### src/rtl/debug_pkg.sv
// Shared encodings and sizing helpers for the debug dump transmitter.
package debug_pkg;

    localparam int DBG_BITS_SIZE  = 32;
    localparam int DBG_SIZE_TRAMA = 8;
    localparam int BYTES_PER_WORD = DBG_BITS_SIZE / DBG_SIZE_TRAMA;

    typedef enum logic [2:0] {
        ST_IDLE,
        ST_SEND,
        ST_WAIT,
        ST_FETCH,
        ST_READ,
        ST_FINISH
    } dump_state_e;

    typedef enum logic [1:0] {
        ITEM_CNT,
        ITEM_PC,
        ITEM_REG,
        ITEM_MEM
    } item_sel_e;

    function automatic int total_bytes(input int num_regs, input int num_mem_words);
        return BYTES_PER_WORD * (2 + num_regs + num_mem_words);
    endfunction

    // A single-entry array still gets a one-bit address so ports never collapse to zero width.
    function automatic int addr_width(input int depth);
        return (depth > 1) ? $clog2(depth) : 1;
    endfunction

endpackage

### src/rtl/debug_word_serializer.sv
// Word-wide shift register emitting its MSB byte first, with a byte counter.
module debug_word_serializer #(
    parameter int BITS_SIZE  = 32,
    parameter int SIZE_TRAMA = 8
) (
    input  logic                  i_clk,
    input  logic                  i_reset,
    input  logic                  i_load,
    input  logic                  i_shift,
    input  logic [BITS_SIZE-1:0]  i_data,
    output logic [SIZE_TRAMA-1:0] o_byte,
    output logic                  o_last_byte
);

    localparam int BPW = BITS_SIZE / SIZE_TRAMA;
    localparam int CW  = (BPW > 1) ? $clog2(BPW) : 1;

    logic [BITS_SIZE-1:0] sreg_q;
    logic [CW-1:0]        cnt_q;

    always_ff @(posedge i_clk or negedge i_reset) begin
        if (!i_reset) begin
            sreg_q <= '0;
            cnt_q  <= '0;
        end else if (i_load) begin
            sreg_q <= i_data;
            cnt_q  <= '0;
        end else if (i_shift) begin
            sreg_q <= sreg_q << SIZE_TRAMA;
            cnt_q  <= cnt_q + CW'(1);
        end
    end

    assign o_byte      = sreg_q[BITS_SIZE-1 -: SIZE_TRAMA];
    assign o_last_byte = (cnt_q == CW'(BPW - 1));

endmodule

### src/rtl/debug_dump_tx.sv
// Streams cycle count, PC, register file and data memory to the host UART, MSB byte first.
//   state  | meaning
//   IDLE   | waiting for i_start; acceptance snapshots PC and loads the cycle count
//   SEND   | o_tx_start high for one cycle with the current byte
//   WAIT   | waiting for i_tx_done; then next byte, next item, or finish
//   FETCH  | debug read address stable for the next register/memory word
//   READ   | read data (or PC snapshot) captured into the serializer
//   FINISH | o_done pulse, o_busy already low
module debug_dump_tx
    import debug_pkg::*;
#(
    parameter int BITS_SIZE     = 32,
    parameter int SIZE_TRAMA    = 8,
    parameter int NUM_REGS      = 32,
    parameter int NUM_MEM_WORDS = 16
) (
    input  logic                                 i_clk,
    input  logic                                 i_reset,
    input  logic                                 i_start,
    input  logic [BITS_SIZE-1:0]                 i_cycle_count,
    input  logic [BITS_SIZE-1:0]                 i_pc,
    output logic [addr_width(NUM_REGS)-1:0]      o_reg_addr,
    input  logic [BITS_SIZE-1:0]                 i_reg_data,
    output logic [addr_width(NUM_MEM_WORDS)-1:0] o_mem_addr,
    input  logic [BITS_SIZE-1:0]                 i_mem_data,
    output logic                                 o_tx_start,
    output logic [SIZE_TRAMA-1:0]                o_tx_data,
    input  logic                                 i_tx_done,
    output logic                                 o_busy,
    output logic                                 o_done
);

    localparam int RAW = addr_width(NUM_REGS);
    localparam int MAW = addr_width(NUM_MEM_WORDS);

    dump_state_e          state_q;
    item_sel_e            item_q;
    logic [RAW-1:0]       reg_addr_q;
    logic [MAW-1:0]       mem_addr_q;
    logic [BITS_SIZE-1:0] pc_snap_q;
    logic                 tx_start_q;
    logic                 busy_q;
    logic                 done_q;

    logic                 ser_load;
    logic                 ser_shift;
    logic [BITS_SIZE-1:0] ser_din;
    logic                 ser_last;
    logic [SIZE_TRAMA-1:0] ser_byte;

    always_comb begin
        ser_load  = 1'b0;
        ser_shift = 1'b0;
        ser_din   = '0;
        case (state_q)
            ST_IDLE: begin
                ser_load = i_start;
                ser_din  = i_cycle_count;
            end
            ST_WAIT: ser_shift = i_tx_done && !ser_last;
            ST_READ: begin
                ser_load = 1'b1;
                case (item_q)
                    ITEM_PC:  ser_din = pc_snap_q;
                    ITEM_REG: ser_din = i_reg_data;
                    ITEM_MEM: ser_din = i_mem_data;
                    default:  ser_din = '0;
                endcase
            end
            default: ;
        endcase
    end

    debug_word_serializer #(
        .BITS_SIZE  (BITS_SIZE),
        .SIZE_TRAMA (SIZE_TRAMA)
    ) u_ser (
        .i_clk       (i_clk),
        .i_reset     (i_reset),
        .i_load      (ser_load),
        .i_shift     (ser_shift),
        .i_data      (ser_din),
        .o_byte      (ser_byte),
        .o_last_byte (ser_last)
    );

    // Addresses advance when a word completes, so they are already stable through FETCH.
    always_ff @(posedge i_clk or negedge i_reset) begin
        if (!i_reset) begin
            state_q    <= ST_IDLE;
            item_q     <= ITEM_CNT;
            reg_addr_q <= '0;
            mem_addr_q <= '0;
            pc_snap_q  <= '0;
            tx_start_q <= 1'b0;
            busy_q     <= 1'b0;
            done_q     <= 1'b0;
        end else begin
            tx_start_q <= 1'b0;
            done_q     <= 1'b0;
            case (state_q)
                ST_IDLE: begin
                    if (i_start) begin
                        pc_snap_q  <= i_pc;
                        item_q     <= ITEM_CNT;
                        reg_addr_q <= '0;
                        mem_addr_q <= '0;
                        busy_q     <= 1'b1;
                        tx_start_q <= 1'b1;
                        state_q    <= ST_SEND;
                    end
                end
                ST_SEND: state_q <= ST_WAIT;
                ST_WAIT: begin
                    if (i_tx_done) begin
                        if (!ser_last) begin
                            tx_start_q <= 1'b1;
                            state_q    <= ST_SEND;
                        end else begin
                            state_q <= ST_FETCH;
                            case (item_q)
                                ITEM_CNT: item_q <= ITEM_PC;
                                ITEM_PC:  item_q <= ITEM_REG;
                                ITEM_REG: begin
                                    if (reg_addr_q == RAW'(NUM_REGS - 1)) begin
                                        item_q     <= ITEM_MEM;
                                        reg_addr_q <= '0;
                                    end else begin
                                        reg_addr_q <= reg_addr_q + RAW'(1);
                                    end
                                end
                                default: begin
                                    if (mem_addr_q == MAW'(NUM_MEM_WORDS - 1)) begin
                                        mem_addr_q <= '0;
                                        busy_q     <= 1'b0;
                                        done_q     <= 1'b1;
                                        state_q    <= ST_FINISH;
                                    end else begin
                                        mem_addr_q <= mem_addr_q + MAW'(1);
                                    end
                                end
                            endcase
                        end
                    end
                end
                ST_FETCH: state_q <= ST_READ;
                ST_READ: begin
                    tx_start_q <= 1'b1;
                    state_q    <= ST_SEND;
                end
                ST_FINISH: state_q <= ST_IDLE;
                default:   state_q <= ST_IDLE;
            endcase
        end
    end

    assign o_reg_addr = reg_addr_q;
    assign o_mem_addr = mem_addr_q;
    assign o_tx_start = tx_start_q;
    assign o_tx_data  = ser_byte;
    assign o_busy     = busy_q;
    assign o_done     = done_q;

endmodule
### config.mk
export PLATFORM = sky130hd
export DESIGN_NAME = debug_dump_tx
export DESIGN_NICKNAME = d
export VERILOG_FILES = /design/src/rtl/debug_pkg.sv /design/src/rtl/debug_word_serializer.sv /design/src/rtl/debug_dump_tx.sv
export SDC_FILE = /design/constraint.sdc
export NUM_CORES = 1
export LEC_CHECK = 0
export BUFFER_PORTS_ARGS = -buffer_cell sky130_fd_sc_hd__buf_2
export CORE_ASPECT_RATIO = 1.25
export CORE_MARGIN = 1
export CORE_UTILIZATION = 30
export DETAILED_ROUTE_END_ITERATION = 8
export PLACE_DENSITY = 0.5
export SYNTH_ARGS = -nofsm -noshare
export SYNTH_HDL_FRONTEND = slang
export SYNTH_SLANG_ARGS = --single-unit
### constraint.sdc
create_clock -name i_clk -period 4.3 [get_ports i_clk]
set_input_delay 0.645 -clock i_clk [delete_from_list [all_inputs] [get_ports i_clk]]
set_output_delay 0.645 -clock i_clk [all_outputs]
set_load 0.02 [all_outputs]
After elaboration in Yosys (flattened, before gate mapping)
Index checks and enable logic that the tools add are counted.
Widths: inputs -> output; s select.

word-level totals
  input bits = 132
  register bits = 83
  word-level logic and storage cells = 91

cells by class
  eq/ne operators = 18
  multiplexer cells = 47
  add/subtract/negate cells = 3
  reduce and logical (&&, ||, !) cells = 13

operator list
  cell                 count
  $pmux 32 s3          1
  $mux 32              2
  $pmux 32 s2          1
  $mux 5               5
  $mux 4               5
  $mux 3               5
  $pmux 3 s5           1
  $mux 1               14
  $mux 2               6
  $ne 2x2->1 const B   6
  $reduce_and 6->1     2
  $pmux 5 s2           1
  $reduce_and 5->1     2
  $pmux 4 s2           1
  $eq 2x2->1 const B   3
  $eq 3x2->1 const B   2
  $pmux 2 s3           1
  $add 5x1->5 const B  1
  $eq 5x5->1 const B   1
  $add 4x1->4 const B  1
  $eq 4x4->1 const B   1
  $ne 4x4->1 const B   1
  $pmux 1 s2           2
  $pmux 2 s2           1
  other kinds (13)     15

Depth between registers and ports, before layout
Gate-level depths: netlist (run 1).

  word-level depth = 6
  depth in mapped cells = 8
  depth with buffers taken out = 7

Modules after synthesis
From an unflattened synthesis (run 1), not the netlist that was laid out.

unflattened totals
  cell total of the unflattened synthesis = 432
  area, all modules = 4583.1 um2

modules (own cells, without submodules)
  module                 area each (um2)  instances  cells an instance
  debug_dump_tx          2965.3           1          278
  debug_word_serializer  1617.8           1          154

Worst setup path before layout (run 1)
Ideal clock, no wire load.

  path kind = register to register
  start point = register item_q[0]
  end point = register u_ser.sreg_q[10]
  stages on the path, launching flop included = 9
  library setup time = 0.082 ns
  arrival time = 1.900 ns
  slack = 2.318 ns
  period minus slack after synthesis = 1.982 ns
  cells stage by stage = dfrtp_1 -> inv_1 -> ha_1 -> or4b_2 -> clkbuf_1 -> clkbuf_1 -> nor2_1 -> a211oi_1 -> a31oi_1

between the ends
  cells in the longest elaborated chain, start to end = 4

ends and longest elaborated chain
  item                                      line                         RTL
  start: declaration                        debug_dump_tx.sv:37          item_sel_e item_q;
  start signal: assignment                  debug_dump_tx.sv:91          item_q <= ITEM_CNT;
  start signal: assignment                  debug_dump_tx.sv:105         item_q <= ITEM_CNT;
  start signal: assignment                  debug_dump_tx.sv:122         ITEM_CNT: item_q <= ITEM_PC;
  $eq 2x2->1 or $eq 2x1->1 (tied branches)  debug_dump_tx.sv:63          case (item_q)
  $pmux 32 s3 *                             debug_dump_tx.sv:63
  $pmux 32 s2 *                             debug_dump_tx.sv:55          case (state_q)
  $mux 32 *                                 debug_word_serializer.sv:25  end else if (i_load) begin
  end signal: assignment                    debug_word_serializer.sv:26  sreg_q <= i_data;
  end signal: assignment                    debug_word_serializer.sv:29  sreg_q <= sreg_q << SIZE_TRAMA;
  end: declaration                          debug_word_serializer.sv:18  logic [BITS_SIZE-1:0] sreg_q;

Every way passes the cells marked *; elsewhere a longest branch is shown, timed or not.
A chain may end at the register's enable or synchronous reset.

Worst setup path in the final report (run 1)
  start point = register state_q[1]
  end point = register u_ser.sreg_q[20]

between the ends
  cells in the longest elaborated chain, start to end = 3

ends and longest elaborated chain
  item                                          line                  RTL
  start: declaration                            debug_dump_tx.sv:36   dump_state_e state_q;
  start signal: assignment                      debug_dump_tx.sv:90   state_q <= ST_IDLE;
  start signal: assignment                      debug_dump_tx.sv:110  state_q <= ST_SEND;
  start signal: assignment                      debug_dump_tx.sv:113  ST_SEND: state_q <= ST_WAIT;
  $eq 3x3->1 (tied with other cells)            debug_dump_tx.sv:55
  $pmux 32 s2 (tied with other cells)           debug_dump_tx.sv:55
  $mux 32 or $reduce_bool 2->1 (tied branches)  --

Parallel ways exist; a longest one is shown, timed or not.

==> reports/qor.csv, run 1 <==
metric,value,unit
syn_nets,565,
vias,3963,
finClkSkew,0.005234,ns
multi_input_area,2011,um2
placed_area,5155,um2
pin_count,152,
dp_slack,1.607,ns
critPathBufInv,0,
p_comb_share,40.1,%
rows,48,
initialDrtViolationCount,330,
grt_pass1_wl,21670,um
dieArea,14910,um2
crit_start,state_q[1],
grt-ovfl-total,0,
timing_hold_violations_final,0,
wl_per_cell,18.90,um
power.clock.fraction,20.7,%
setup_violations,0,
final.fill_count,1421,
synth_top_family_by_area,compound AO/OA/AOI/OAI gates,
status,finished clean,
cts_resized,0,
place_inst,714,
gp_congestion,0.8223,
die_h,136.3,um
drc,0,
nNetsFinal,692,
grt_use_total,19.41,%
slew-limit-headroom,30.92,%
cts.sinks,83,
synth_seq_cells,83,
critPathLaunchType,flip-flop,
clock-root-buffer,clkbuf_16,
power_switching,1.310,mW
cp.depth,4,
crit_chain,nor3b_1 > nand3b_1 > nand2_1 > a31oi_1,
vdd.ir_drop.worst,0.2441,mV
yosysUniqueCellTypes,42,
initial_core_util,31.05,%
p_per_area,630.3,nW/um2
fin_hold_ws,0.3308,ns
crit_type,reg2reg,
r2r_start,state_q[1],
period_needed,2.698,ns
portBuffers,151,
avgSynthCellArea,10.23,um2
ant_nets,0,
crit_path_end_kind,flip-flop,
slew_violations,0,
htreeDepth,3,
cts-buffers-inserted,9,
synth-simple-area-share,13.48,%
die_w,109.4,um
synthMuxAreaShare,8.560,%
hold_class,in2async,
power_frac_seq,39.2,%
worst_ep_arrival_time,2.89,ns
p_sw_share,38.33,%
clockBufferDepth,2,
p_leak,2.452,nW
syn_area,4327,um2
min_period_over_period,62.74,%
r2r_end,u_ser.sreg_q[20],
core_area,13930,um2
viasPerCell,5.414,
stdcell_area,5423,um2
grt_max_degree,51,
yosys_warnings,0,
worstPathRequired,4.49,ns
wl,13840,um
postCtsHoldBufs,0,
r2r_slack,1.60,ns
rr_worst_depth,4,
grt_pass1_vias,4046,
hpwl,10170,um
maxCapViolCount,0,
crit_path_end,u_ser.sreg_q[20],
yosysSeqAreaShare,48.00,%
rsz0062_at_grt,no,
cts_setup_buffers,0,
synth_fa_ha_area_share,2.892,%
path_max_fanout,25,
drtPass1Iterations,6,
synthCells,423,
layout.cells.non_filler,732,
worst_slew_pin_slew,1.033,ns
fmax,370.7,MHz
drive_gt1_share,38.20,%
syn2layout_area_growth,25.33,%
synthXorXnorAreaFrac,0.6073,%
slowest_delay,0.86,ns
synth_compound_area_share,20.62,%
cts_tree,built,
path_clk_slew,0.06,ns
slowest_stage,nand3b_1,
regArea,2077,um2
cp_top_family,simple AND/OR/NAND/NOR gates,
antenna_found_initial,0,
worst_slack,1.602,ns
p_int,2.108,mW
tns,0,ns
clk_latency,0.34,ns
-- stage by stage --
step / util (%) / total power, mW
global placement: 37.00 / 2.687
CTS: 38.88 / 3.446
floorplan: - / 2.350
detailed placement: 37.00 / 2.731
finish: 38.92 / 3.418
global route: 38.88 / 3.671
-- per-layer routing --
metal | vias up | routed length, um | share of wire, % | global-route usage, %
met5 | - | 0 | 0 | 0
met4 | 0 | 214 | 1.5 | 6.667
met3 | 14 | 875 | 6.3 | 4.554
met2 | 141 | 6558 | 47 | 29.70
met1 | 1959 | 6188 | 45 | 26.72
li1 | 1849 | - | - | -
-- flip-flops by register name (all words and copies together) (netlist names) --
register and count:
o_done 1, o_tx_start 1, u_ser.sreg_q 32, state_q 3
o_reg_addr 5, pc_snap_q 32, u_ser.cnt_q 2, o_mem_addr 4
o_busy 1, item_q 2
-- placed cells by master (no fill, tap or decap), types with 3 or more instances in the layout --
master	synthesis	final
nand2_1	59	59
buf_2	4	150
nor3_1	4	3
a211oi_1	24	24
dfrtp_1	83	83
a31oi_1	24	24
a222oi_1	32	32
a221o_1	8	8
ha_1	10	10
buf_4	8	10
nand3_1	8	8
mux2_2	32	32
clkbuf_16	0	9
inv_1	6	6
a21oi_1	6	6
o21ai_0	9	9
clkinv_2	0	3
nor2_1	45	45
-- power groups by stage --
stage / clock (mW) / sequential [mW] / combinational, mW
6_report: 0.707 / 1.34 / 1.37
3_3_place_gp: 0 / 1.34 / 1.35
5_1_grt: 0.761 / 1.38 / 1.53
3_5_place_dp: 0 / 1.35 / 1.38
2_1_floorplan: 0 / 1.27 / 1.08
4_1_cts: 0.725 / 1.34 / 1.38
-- cell usage after synthesis, drive strengths merged --
library cell   n  area share [%]
nor4b          1            0.35
o2111ai        2            0.40
nand3b         1            0.17
a22o           1            0.20
nor3           4            0.46
xor2           2            0.40
nand2b         2            0.29
or4            1            0.17
or3            1            0.14
a221o          8             1.9
mux2          32             8.3
dfrtp         83              48
a32o           2            0.46
o21a           1            0.17
nor3b          2            0.61
mux2i          1            0.23
nand3          8            0.93
nand2         59             5.1
a31oi         24             3.5
xnor2          1            0.20
o211ai         1            0.17
ha            10             2.9
or3b           1            0.26
inv            6            0.52
a41oi          1            0.20
a21oi          6            0.69
nand4          1            0.14
a222oi        32             7.4
nor2b          1            0.14
and3           2            0.29
a21o           1            0.17
a211o          1            0.20
or4b           1            0.23
o21ai          9             1.0
buf           16             2.9
nor2          46             4.2
a211oi        24             4.2
clkbuf        28             2.4
-- how the worst min path moves through the flow --
stage                 startpoint             to  depth (start not counted)
floorplan                i_reset      item_q[0]                          0
global placement          o_busy         o_busy                          2
detailed placement  pc_snap_q[4]   pc_snap_q[4]                          1
CTS                      i_reset  o_reg_addr[0]                          1
global route             i_reset  o_reg_addr[3]                          1
finish                   i_reset  o_reg_addr[0]                          1
-- worst reg2reg max path, delay by kind of cell, from the launching register on --
kind	cells	cell delay, ns
and+or+nand+nor	3	1.84
AOI/OAI and AO/OA	1	0.11
DFF	1	0.60
-- logic make-up (layout without fill, tap and decap cells) --
| logic type | count (synthesis) | after routing |
|---|---|---|
| other | 0 | 2 |
| and+or+nand+nor | 131 | 131 |
| muxes | 33 | 33 |
| adders and majority gates | 10 | 10 |
| xor gates and xnor gates | 3 | 3 |
| buffers and inverters | 50 | 182 |
| DFF | 83 | 83 |
| AOI/OAI and AO/OA | 113 | 113 |
-- layout make-up --
type | count | area share [%]
inverter | 6 | 0.4153
sequential | 83 | 38.30
tap | 175 | 4.038
clock buffer | 11 | 4.292
timing repair buffer | 160 | 15.23
antenna | 2 | 0.09229
multi-input combinational | 290 | 37.08
clock inverter | 5 | 0.5538
Note: power is estimated with default switching activity, not from simulation.
==> run 2: changes to the inputs <==
==> constraint.sdc (replaced) <==
create_clock -name i_clk -period 2.5 [get_ports i_clk]
set_input_delay 0.375 -clock i_clk [delete_from_list [all_inputs] [get_ports i_clk]]
set_output_delay 0.375 -clock i_clk [all_outputs]
set_load 0.02 [all_outputs]
==> run 2 against run 1 <==
Compared with the run above:
- first-iteration DRC count decreased by 12%
- design area increased by 2.1%
- highest routed layer unchanged
- clock skew increased by 0.0039 ns
- setup slack got worse by 1.4 ns
- largest cell class unchanged
- critical endpoint is now u_ser.sreg_q[5]
- largest power group unchanged
==> reports/qor.csv, run 2 (synthesis results as in run 1) <==
metric,value,unit,change
htreeDepth,3,,unchanged
initial_core_util,31.05,%,unchanged
vdd.ir_drop.worst,0.3840,mV,+57%
rows,48,,unchanged
clockBufferDepth,2,,unchanged
portBuffers,151,,unchanged
nNetsFinal,699,,+1.0%
clock-root-buffer,clkbuf_16,,
regArea,2077,um2,unchanged
antenna_found_initial,3,,+3
power.clock.fraction,22.1,%,+1.4 points
setup_violations,0,,unchanged
worst_ep_arrival_time,2.59,ns,-0.30 ns
pin_count,152,,unchanged
cts_resized,0,,unchanged
rsz0062_at_grt,no,,
final_common_cell,buf_2,,
cts_tree,built,,
worst_slew_pin_slew,0.6719,ns,-0.3611 ns
wl_per_cell,18.80,um,-0.57%
layout.cells.non_filler,739,,+0.96%
vias,3934,,-0.73%
p_leak,2.511,nW,+2.4%
place_inst,721,,+0.98%
grt_use_total,19.37,%,-0.043 points
viasPerCell,5.323,,-1.7%
grt-ovfl-total,0,,unchanged
syn2layout_area_growth,27.94,%,
p_per_area,1104,nW/um2,+75%
clk_latency,0.34,ns,about the same
final.fill_count,1487,,+4.6%
dieArea,14910,um2,unchanged
worstPathRequired,2.78,ns,-1.71 ns
p_int,3.844,mW,+82%
crit_type,reg2reg,,
maxCapViolCount,0,,unchanged
power_frac_seq,37.0,%,-2.2 points
hpwl,10310,um,+1.4%
layout_common_cells,"150 x buf_2, 83 x dfrtp_1, 59 x nand2_1, 45 x nor2_1",,
fmax,432.5,MHz,+17%
grt_pass1_wl,21440,um,-1.1%
drtPass1Iterations,7,,+1
power_switching,2.269,mW,+73%
timing_hold_violations_final,0,,unchanged
ant_nets,0,,unchanged
wl,13890,um,+0.38%
fin_hold_ws,0.01299,ns,-0.3179 ns
die_w,109.4,um,unchanged
p_sw_share,37.12,%,-1.2 points
slew-limit-headroom,55.20,%,+24 points
postCtsHoldBufs,0,,unchanged
drc,0,,unchanged
crit_path_end_kind,flip-flop,,
critPathLaunchType,flip-flop,,
initialDrtViolationCount,292,,-12%
finClkSkew,0.009155,ns,+0.003921 ns
path_clk_slew,0.06,ns,about the same
cts_setup_buffers,0,,unchanged
slew_violations,0,,unchanged
drive_gt1_share,38.86,%,+0.66 points
period_needed,2.312,ns,-0.3855 ns
core_area,13930,um2,unchanged
die_h,136.3,um,unchanged
grt_max_degree,49,,-3.9%
p_comb_share,41.0,%,+0.9 points
tns,0,ns,unchanged
hold_class,in2async,,
cts.sinks,83,,unchanged
status,finished clean,,
cts-buffers-inserted,9,,unchanged
multi_input_area,2011,um2,unchanged
path_max_fanout,25,,unchanged
grt_pass1_vias,3956,,-2.2%
min_period_over_period,92.50,%,+30 points
gp_congestion,0.8668,,+5.4%
run 2: cell count changes in the layout (fill, tap and decap cells not counted):
cell | previous run | this run
buf_4 | 10 | 15
buf_12 | 0 | 2
diode_2 | 2 | 3
clkinvlp_4 | 2 | 0
clkbuf_8 | 0 | 2
clkinv_2 | 3 | 1
bufinv_16 | 0 | 1
run 2: stage by stage:
stage	util (%)	setup slack [ns]	power, mW	area [um2]
floorplan	-	0.5184	4.041	4327
global placement	37.55	0.2948	4.745	5233
detailed placement	37.55	0.2327	4.797	5233
CTS	39.67	0.2163	6.170	5528
global route	39.73	0.07511	6.538	5535
finish	39.73	0.1876	6.113	5535
run 2: final timing paths:
path,startpoint,end,slack [ns],cells after the start
max reg2reg,item_q[0],u_ser.sreg_q[5],0.19,6
min,i_reset,o_reg_addr[3],0.01,1
max in group asynchronous,i_reset,pc_snap_q[9],1.84,2
min in group i_clk,i_pc[19],pc_snap_q[19],0.26,2
max,item_q[0],u_ser.sreg_q[5],0.19,6
min reg2reg,o_busy,o_busy,0.49,2
run 2: layout make-up:
| class | instances | share of cell area (%) |
|---|---|---|
| Sequential cell | 83 | 37.52 |
| Clock buffer | 13 | 4.702 |
| Tap cell | 175 | 3.956 |
| Multi-Input combinational cell | 290 | 36.32 |
| Inverter | 6 | 0.4069 |
| Clock inverter | 2 | 0.6329 |
| Antenna cell | 3 | 0.1356 |
| Timing Repair Buffer | 167 | 16.32 |
run 2: critical path, stage by stage (launching register included):
cell and delay, ns:
dfrtp_1 0.45, inv_1 0.12, ha_1 0.21, or4b_2 0.92, buf_4 0.28, nor2_1 0.14
a221o_1 0.13
run 2: per-layer routing:
layer	part of all wire (%)	up-vias	GRT usage [%]
met2	47	136	29.63
met3	7.0	27	4.506
li1	-	1854	-
met5	0	-	0
met1	43	1917	25.69
met4	3.0	0	9.111
run 2: power groups by stage:
stage | registers (mW) | logic, mW | clock network [mW]
global placement | 2.26 | 2.48 | 0
detailed placement | 2.28 | 2.52 | 0
CTS | 2.26 | 2.52 | 1.39
finish | 2.26 | 2.50 | 1.35
global route | 2.34 | 2.77 | 1.43
floorplan | 2.18 | 1.86 | 0
==> run 3: changes to the inputs <==
--- a/config.mk
+++ b/config.mk
@@ -5,12 +5,14 @@
 export SDC_FILE = /design/constraint.sdc
 export NUM_CORES = 1
 export LEC_CHECK = 0
+export ABC_AREA = 0
 export BUFFER_PORTS_ARGS = -buffer_cell sky130_fd_sc_hd__buf_2
 export CORE_ASPECT_RATIO = 1.25
 export CORE_MARGIN = 1
 export CORE_UTILIZATION = 30
 export DETAILED_ROUTE_END_ITERATION = 8
 export PLACE_DENSITY = 0.5
+export RECOVER_POWER = 50
 export SYNTH_ARGS = -nofsm -noshare
 export SYNTH_HDL_FRONTEND = slang
 export SYNTH_SLANG_ARGS = --single-unit
==> run 3 against run 2 <==
Compared with the run above:
- non-clock buffer count unchanged
- die area unchanged
- total power decreased by 0.46%
- clock-buffer cell count unchanged
- routed wire length about the same
- highest routed layer unchanged
- utilization decreased by 0.21 points
==> reports/qor.csv, run 3 (synthesis results as in run 1) <==
metric,value,unit,change
status,finished clean,,
p_leak,2.470,nW,-1.6%
stdcell_area,5507,um2,-0.52%
slew_violations,0,,unchanged
regArea,2077,um2,unchanged
layout.cells.non_filler,739,,unchanged
wl_met1,6016,um,+0.65%
portBuffers,151,,unchanged
layout_common_cells,"141 x buf_2, 83 x dfrtp_1, 59 x nand2_1, 45 x nor2_1",,
highest_layer,met4,,
initial_core_util,31.05,%,unchanged
antenna_found_initial,3,,unchanged
drc,0,,unchanged
vdd.ir_drop.worst,0.3837,mV,about the same
drtPass1Iterations,7,,unchanged
slew-limit-headroom,29.31,%,-26 points
path_clk_slew,0.06,ns,about the same
worstPathRequired,2.78,ns,about the same
placed_area,5233,um2,unchanged
fmax,432.8,MHz,about the same
setup_violations,0,,unchanged
htreeDepth,3,,unchanged
die_h,136.3,um,unchanged
syn2layout_area_growth,27.27,%,
worst_slew_pin_slew,1.060,ns,+0.3884 ns
cts.sinks,83,,unchanged
power_frac_seq,37.2,%,+0.2 points
drive_gt1_share,36.54,%,-2.3 points
clock-root-buffer,clkbuf_16,,
viasPerCell,5.336,,+0.23%
rsz0062_at_grt,no,,
grt_use_total,19.37,%,unchanged
initialDrtViolationCount,298,,+2.1%
vias,3943,,+0.23%
power.clock.fraction,22.2,%,about the same
grt_max_degree,49,,unchanged
place_inst,721,,unchanged
cts-buffers-inserted,9,,unchanged
dr_wl_met2,6527,um,about the same
postCtsHoldBufs,0,,unchanged
p_sw_share,37.23,%,+0.11 points
wl,13880,um,about the same
min_period_over_period,92.42,%,about the same
clk_latency,0.34,ns,about the same
hpwl,10310,um,unchanged
p_int,3.820,mW,-0.65%
cts_resized,0,,unchanged
ant_nets,0,,unchanged
dp_slack,0.2327,ns,unchanged
core_area,13930,um2,unchanged
period_needed,2.311,ns,-0.001895 ns
rows,48,,unchanged
r2r_end,u_ser.sreg_q[5],,
power.total,6.085,mW,-0.46%
nNetsFinal,699,,unchanged
maxCapViolCount,0,,unchanged
path_max_fanout,25,,unchanged
clockBufferDepth,2,,unchanged
worst_ep_arrival_time,2.59,ns,about the same
p_per_area,1105,nW/um2,about the same
pin_count,152,,unchanged
fin_hold_ws,0.2112,ns,+0.1982 ns
final_util,39.52,%,-0.21 points
power_switching,2.266,mW,-0.16%
tns,0,ns,unchanged
grt-ovfl-total,0,,unchanged
multi_input_area,2011,um2,unchanged
crit_path_end_kind,flip-flop,,
r2r_start,item_q[0],,
p_comb_share,40.7,%,-0.3 points
dieArea,14910,um2,unchanged
die_w,109.4,um,unchanged
final_common_cell,buf_2,,
finClkSkew,0.009223,ns,+0.00006803 ns
timing_hold_violations_final,0,,unchanged
grt_pass1_wl,21440,um,unchanged
wl_met3,944,um,-3.0%
critPathLaunchType,flip-flop,,
cts_setup_buffers,0,,unchanged
worst_slack,0.1895,ns,+0.001895 ns
gp_congestion,0.8668,,unchanged
final.fill_count,1491,,+0.27%
hold_class,in2async,,
wl_per_cell,18.78,um,about the same
r2r_slack,0.19,ns,about the same
cts_tree,built,,
crit_type,reg2reg,,
grt_pass1_vias,3956,,unchanged
rr_worst_depth,6,,unchanged
==> run 3: cell type report <==
| cell class | count | area share (%) |
|---|---|---|
| sequential | 83 | 37.72 |
| multi-input combinational | 290 | 36.51 |
| timing repair buffer | 167 | 15.88 |
| clock inverter | 2 | 0.6362 |
| clock buffer | 13 | 4.726 |
| tap | 175 | 3.976 |
| antenna | 3 | 0.1363 |
| inverter | 6 | 0.4090 |
==> run 3: worst max-delay path: stages (launching register included) <==
cell and delay [ns]:
dfrtp_1 0.45, inv_1 0.12, ha_1 0.21, or4b_2 0.92, buf_4 0.28, nor2_1 0.14
a221o_1 0.13
==> run 3: per-layer routing <==
metal | global-route usage (%) | vias to the layer above
li1 | - | 1854
met2 | 29.63 | 141
met1 | 25.69 | 1927
met5 | 0 | -
met4 | 9.111 | 0
met3 | 4.506 | 21
==> run 3: power groups by stage <==
stage                     clock, mW  sequential [mW]  combinational [mW]
after floorplan                   0             2.18                1.86
after global placement            0             2.26                2.48
after detailed placement          0             2.28                2.52
after CTS                      1.39             2.26                2.52
after global routing           1.43             2.34                2.74
final                          1.35             2.26                2.48
==> run 3: worst max path at each step <==
stage	slack (ns)	from	endpoint
floorplan	0.52	item_q[0]	u_ser.sreg_q[10]
global placement	0.29	item_q[0]	u_ser.sreg_q[14]
detailed placement	0.23	item_q[0]	u_ser.sreg_q[7]
CTS	0.22	item_q[0]	u_ser.sreg_q[5]
global route	0.08	item_q[0]	u_ser.sreg_q[5]
finish	0.19	item_q[0]	u_ser.sreg_q[5]
